**config.mk**
```make
export PLATFORM = sky130hd
export DESIGN_NAME = mem_access_ctrl
export DESIGN_NICKNAME = d
export VERILOG_FILES = /design/src/rtl/mem_access_ctrl.sv
export SDC_FILE = /design/constraint.sdc
export NUM_CORES = 1
export LEC_CHECK = 0
export CAP_MARGIN = 0
export CORE_MARGIN = 3
export CORE_UTILIZATION = 46
export DETAILED_ROUTE_END_ITERATION = 16
export PLACE_DENSITY = 0.8
export SLEW_MARGIN = 30
export SYNTH_ARGS = -nofsm -noshare
export SYNTH_HDL_FRONTEND = slang
export SYNTH_SLANG_ARGS = --single-unit
```
**constraint.sdc**
```tcl
create_clock -name clk -period 2.4 [get_ports clk]
set_input_delay 0.6 -clock clk [delete_from_list [all_inputs] [get_ports clk]]
set_output_delay 0.6 -clock clk [all_outputs]
set_load 0.01 [all_outputs]
```
**src/rtl/mem_access_ctrl.sv**
```systemverilog
// Load/store initiator for data_memory: single-word stores and 1-15 word incrementing read bursts.
// Read beat = READ_LATENCY+1 cycles, first response at accept+2+READ_LATENCY; req_ready low while busy, no response backpressure.
module mem_access_ctrl #(
  parameter int ADDR_W       = 16,
  parameter int DATA_W       = 16,
  parameter int READ_LATENCY = 1
) (
  input  logic              clk,
  input  logic              rst_n,
  input  logic              req_valid,
  output logic              req_ready,
  input  logic              req_write,
  input  logic [ADDR_W-1:0] req_addr,
  input  logic [DATA_W-1:0] req_wdata,
  input  logic [3:0]        req_len,
  output logic              rsp_valid,
  output logic [DATA_W-1:0] rsp_data,
  output logic              rsp_last,
  output logic              busy,
  output logic [ADDR_W-1:0] mem_address,
  output logic [DATA_W-1:0] mem_store_data,
  output logic              mem_memRead,
  output logic              mem_memWrite,
  input  logic [DATA_W-1:0] mem_load_data
);

  typedef enum logic [1:0] {IDLE, WRITE, READ, RESP_W} state_t;

  localparam logic [2:0] LAST_WAIT = 3'(READ_LATENCY);

  state_t     state;
  logic [3:0] beat_cnt;
  logic [3:0] beat_len;
  logic [2:0] wait_cnt;
  logic       accept;

  assign req_ready = ~busy;
  assign accept    = req_valid & req_ready;

  always_ff @(posedge clk or negedge rst_n) begin
    if (!rst_n) begin
      state          <= IDLE;
      busy           <= 1'b0;
      rsp_valid      <= 1'b0;
      rsp_last       <= 1'b0;
      rsp_data       <= '0;
      mem_address    <= '0;
      mem_store_data <= '0;
      mem_memRead    <= 1'b0;
      mem_memWrite   <= 1'b0;
      beat_cnt       <= '0;
      beat_len       <= '0;
      wait_cnt       <= '0;
    end else begin
      rsp_valid <= 1'b0;
      rsp_last  <= 1'b0;
      case (state)
        IDLE, RESP_W: begin
          if (accept) begin
            beat_cnt    <= '0;
            wait_cnt    <= '0;
            beat_len    <= (req_len == 4'd0) ? 4'd1 : req_len;
            mem_address <= req_addr;
            busy        <= 1'b1;
            if (req_write) begin
              state          <= WRITE;
              mem_memWrite   <= 1'b1;
              mem_store_data <= req_wdata;
            end else begin
              state       <= READ;
              mem_memRead <= 1'b1;
            end
          end else begin
            state <= IDLE;
          end
        end
        WRITE: begin
          state        <= RESP_W;
          mem_memWrite <= 1'b0;
          busy         <= 1'b0;
          rsp_valid    <= 1'b1;
          rsp_last     <= 1'b1;
          rsp_data     <= '0;
        end
        READ: begin
          // Address is held for the whole beat so the memory sees it for READ_LATENCY+1 cycles.
          if (wait_cnt == LAST_WAIT) begin
            rsp_data  <= mem_load_data;
            rsp_valid <= 1'b1;
            wait_cnt  <= '0;
            beat_cnt  <= beat_cnt + 4'd1;
            if (beat_cnt == beat_len - 4'd1) begin
              rsp_last    <= 1'b1;
              state       <= IDLE;
              busy        <= 1'b0;
              mem_memRead <= 1'b0;
            end else begin
              mem_address <= mem_address + 1'b1;
            end
          end else begin
            wait_cnt <= wait_cnt + 3'd1;
          end
        end
        default: state <= IDLE;
      endcase
    end
  end

endmodule

```
==> impl_metrics.toml <==
[critical_path]
crit_path_top_delay_cell = "dfrtp_1"
endpoint_kind = "register"
cp_slowest_stage_delay_ns = 0.39
cp.required_ns = 2.63
reg2reg_from = "beat_len[0]"
worst_path_dominant_cell_family = "compound AO/OA/AOI/OAI gates"
path_buf_inv = 1
arrival_ns = 2.43
crit_fanout = 9
crit_path_start_kind = "register"
critical_path.startpoint = "beat_len[0]"
path_cells = "inv_1 -> ha_1 -> xor2_1 -> nand3_2 -> o2111ai_1 -> mux2i_1 -> a221oi_1"
reg2reg_depth = 7
r2r-end = "mem_address[15]"
cp.depth = 7
worst-r2r-setup-slack_ns = 0.19
timing_worst_setup_path_type = "reg -> reg"
crit_end = "mem_address[15]"

[cts]
cts_made_buffers = 9
ctsResizeCount = 0
cts_tree = "built"
cts_max_level = 3
cts_sinks = 66
post-cts-setup-buffer-count = 0
cts_hold_buffers = 0
clkTransAtPathRegs_ns = 0.08
clk_path_buf_depth = 2
clockRootBuffer = "clkbuf_8"
clk_latency_ns = 0.35

[cells_and_area]
layout-drive-gt1-share_pct = 14.1
stdcell_count = 550
area_growth_syn_to_layout_pct = 44.3
antenna_cells = 0
utilization_pct = 70.6
final_nets = 510

[yosys]
yosysUniqueCellTypes = 54
synth-seq-cells = 66
synth_ff_type = "dfrtp_1"
synth_area_um2 = 3420
synth_edf_count = 0
syn-num-nets = 391
netlist_instances = 330
syn_avg_cell_area_um2 = 10.4
ys_warn_count = 0
synthArstFlopShare_pct = 100
ys_seq_area_share_pct = 48.3

[detailed_routing]
wirelength_mm = 9.37
avgViaCountPerCell = 5.63
wl_per_cell_um = 17.0
drtIter0Drc = 194
antenna_left = 0
firstDrtPassIters = 4
num_vias = 3099
drcViolationCount = 0

[die]
die_area_um2 = 8500
ioPinCount = 110
fp.coreArea_um2 = 6980
die_y_um = 92.2
die_w_um = 92.2
start_util_pct = 49.0
num_rows = 30

[timing]
slew_violations = 0
setup_violations = 0
hold_viol = 0
fin_crit_ns = 2.21
worst_slew_pin_slew_ns = 0.729
holdWs_ns = 0.265
max_freq_mhz = 453
skew_ns = 0.00973
rsz0062_at_grt = "no"
fin_crit_sh_pct = 91.9
setup_tns_ns = 0
relSlewSlack_pct = 51.4

[min_path]
hp-class = "in -> async"

[power_and_ir_drop]
power.density_nw_per_um2 = 1320
p_seq_share_pct = 30.4
power.total_mw = 6.53
p_leak_nw = 2.07
p_switching_mw = 2.53
p_int_mw = 4.00
combPwrFrac_pct = 50.1
switching_share_pct = 38.7
clkPwrFrac_pct = 19.6
vdd_drop_max_mv = 0.714

[placement]
place_congestion = 0.904
hpwl_mm = 6.80
placed_cells = 534
numPortBuffers = 109

[global_route]
grt_max_degree = 43
grt_first_pass_wirelength_mm = 15.9
antenna_found_initial = 0
grt_overflow = 0
grt_usage_pct = 23.3
grt_pass1_vias = 3256

[job]
timing.max_cap.violations = 0

[outcome]
status = "finished clean"
[per-layer routing]
layer	up-vias	GRT usage, %	routed length, um
li1	1467	-	-
met5	-	0	0
met1	1474	30.1	3940
met4	0	11.4	238
met2	134	35.2	4350
met3	24	7.47	844
[Yosys cell counts, types with 2 or more instances]
| master | number | share of area [%] |
|---|---|---|
| o31ai_1 | 4 | 0.88 |
| nand3_1 | 11 | 1.6 |
| a21oi_1 | 20 | 2.9 |
| nor2b_1 | 2 | 0.37 |
| nand2_1 | 21 | 2.3 |
| inv_1 | 12 | 1.3 |
| xnor2_1 | 4 | 1.0 |
| buf_4 | 2 | 0.44 |
| nand2b_1 | 2 | 0.37 |
| a311oi_1 | 2 | 0.51 |
| ha_1 | 5 | 1.8 |
| o22ai_1 | 8 | 1.5 |
| nor3_1 | 9 | 1.3 |
| mux2i_1 | 4 | 1.2 |
| o211ai_1 | 6 | 1.3 |
| a221oi_1 | 4 | 1.0 |
| mux2_2 | 19 | 6.3 |
| or3_1 | 3 | 0.55 |
| a22o_1 | 17 | 4.4 |
| o21ai_0 | 15 | 2.2 |
| clkbuf_1 | 9 | 0.99 |
| buf_6 | 3 | 0.99 |
| o2111ai_1 | 2 | 0.51 |
| buf_2 | 3 | 0.44 |
| nand4_1 | 10 | 1.8 |
| a31oi_1 | 3 | 0.55 |
| a211oi_1 | 3 | 0.66 |
| o31a_1 | 2 | 0.51 |
| and3_1 | 5 | 0.92 |
| xor2_1 | 4 | 1.0 |
| nor2_1 | 28 | 3.1 |
| dfrtp_1 | 66 | 48 |
[layout by cell type, fill, tap and decap left out, types with 2 or more instances in the layout]
cell,n
dfrtp_1,66
nand2_1,21
a22o_1,17
a31oi_1,3
a311oi_1,2
nor2_1,28
o31ai_1,4
ha_1,5
a21oi_1,19
o2111ai_1,2
nand2b_1,2
o22ai_1,8
a211oi_1,3
inv_1,12
a221oi_1,4
clkinv_4,2
o31a_1,2
nor3_1,9
clkbuf_8,10
or3_1,3
mux2_2,19
nand4_1,10
o21ai_0,15
clkdlybuf4s50_1,108
and3_1,5
xnor2_1,4
o211ai_1,6
nor2b_1,2
xor2_1,4
buf_4,16
bufinv_16,4
nand3_1,11
mux2i_1,4
[how the worst min path moves through the flow]
stage,startpoint,endpoint,slack (ns),cells after the start
6_report,rst_n,mem_address[14],0.27,1
5_1_grt,rst_n,mem_address[14],0.29,1
4_1_cts,rst_n,mem_address[6],0.28,1
3_5_place_dp,rsp_data[3],rsp_data[3],0.48,1
3_3_place_gp,rsp_data[15],rsp_data[15],0.48,1
2_1_floorplan,rst_n,beat_cnt[0],0.30,0
[cell type report]
cell class	instances	area, um2
Clock buffer	10	138
Clock inverter	6	138
Fill cell	538	2050
Inverter	13	48.8
Multi-Input combinational cell	233	1610
Sequential cell	66	1650
Tap cell	96	120
Timing Repair Buffer	126	1230
[cell families (layout without fill, tap and decap cells)]
| logic type | count (synthesis) | count (layout) | share of synthesized area [%] |
|---|---|---|---|
| AOI/OAI and AO/OA | 91 | 91 | 18.6 |
| xor gates and xnor gates | 10 | 10 | 3.18 |
| adders and majority gates | 5 | 5 | 1.83 |
| buffers and inverters | 31 | 155 | 4.68 |
| DFF | 66 | 66 | 48.3 |
| muxes | 23 | 23 | 7.43 |
| and+or+nand+nor | 104 | 104 | 15.9 |
[power groups by stage]
stage	combinational (mW)	sequential, mW	clock (mW)
after floorplan	1.79	2.04	0
after global placement	3.18	1.97	0
after detailed placement	3.25	1.98	0
after CTS	3.27	1.97	1.30
after global routing	3.59	2.05	1.34
final	3.27	1.98	1.28
[state kept, by name, indices dropped and copies added, names as in the netlist]
| signal | flops |
|---|---|
| beat_cnt | 4 |
| mem_address | 16 |
| state | 2 |
| rsp_valid | 1 |
| rsp_data | 16 |
| mem_memWrite | 1 |
| rsp_last | 1 |
| wait_cnt | 3 |
| mem_store_data | 16 |
| mem_memRead | 1 |
| busy | 1 |
| beat_len | 4 |
[through the flow]
| stage | instance area, um2 | setup WS, ns |
|---|---|---|
| after floorplan | 3420 | 0.468 |
| after global placement | 4650 | 0.176 |
| after detailed placement | 4660 | 0.136 |
| after CTS | 4930 | 0.217 |
| after global routing | 4930 | 0.0245 |
| final | 4930 | 0.194 |
Note: power is estimated with default switching activity, not from simulation.
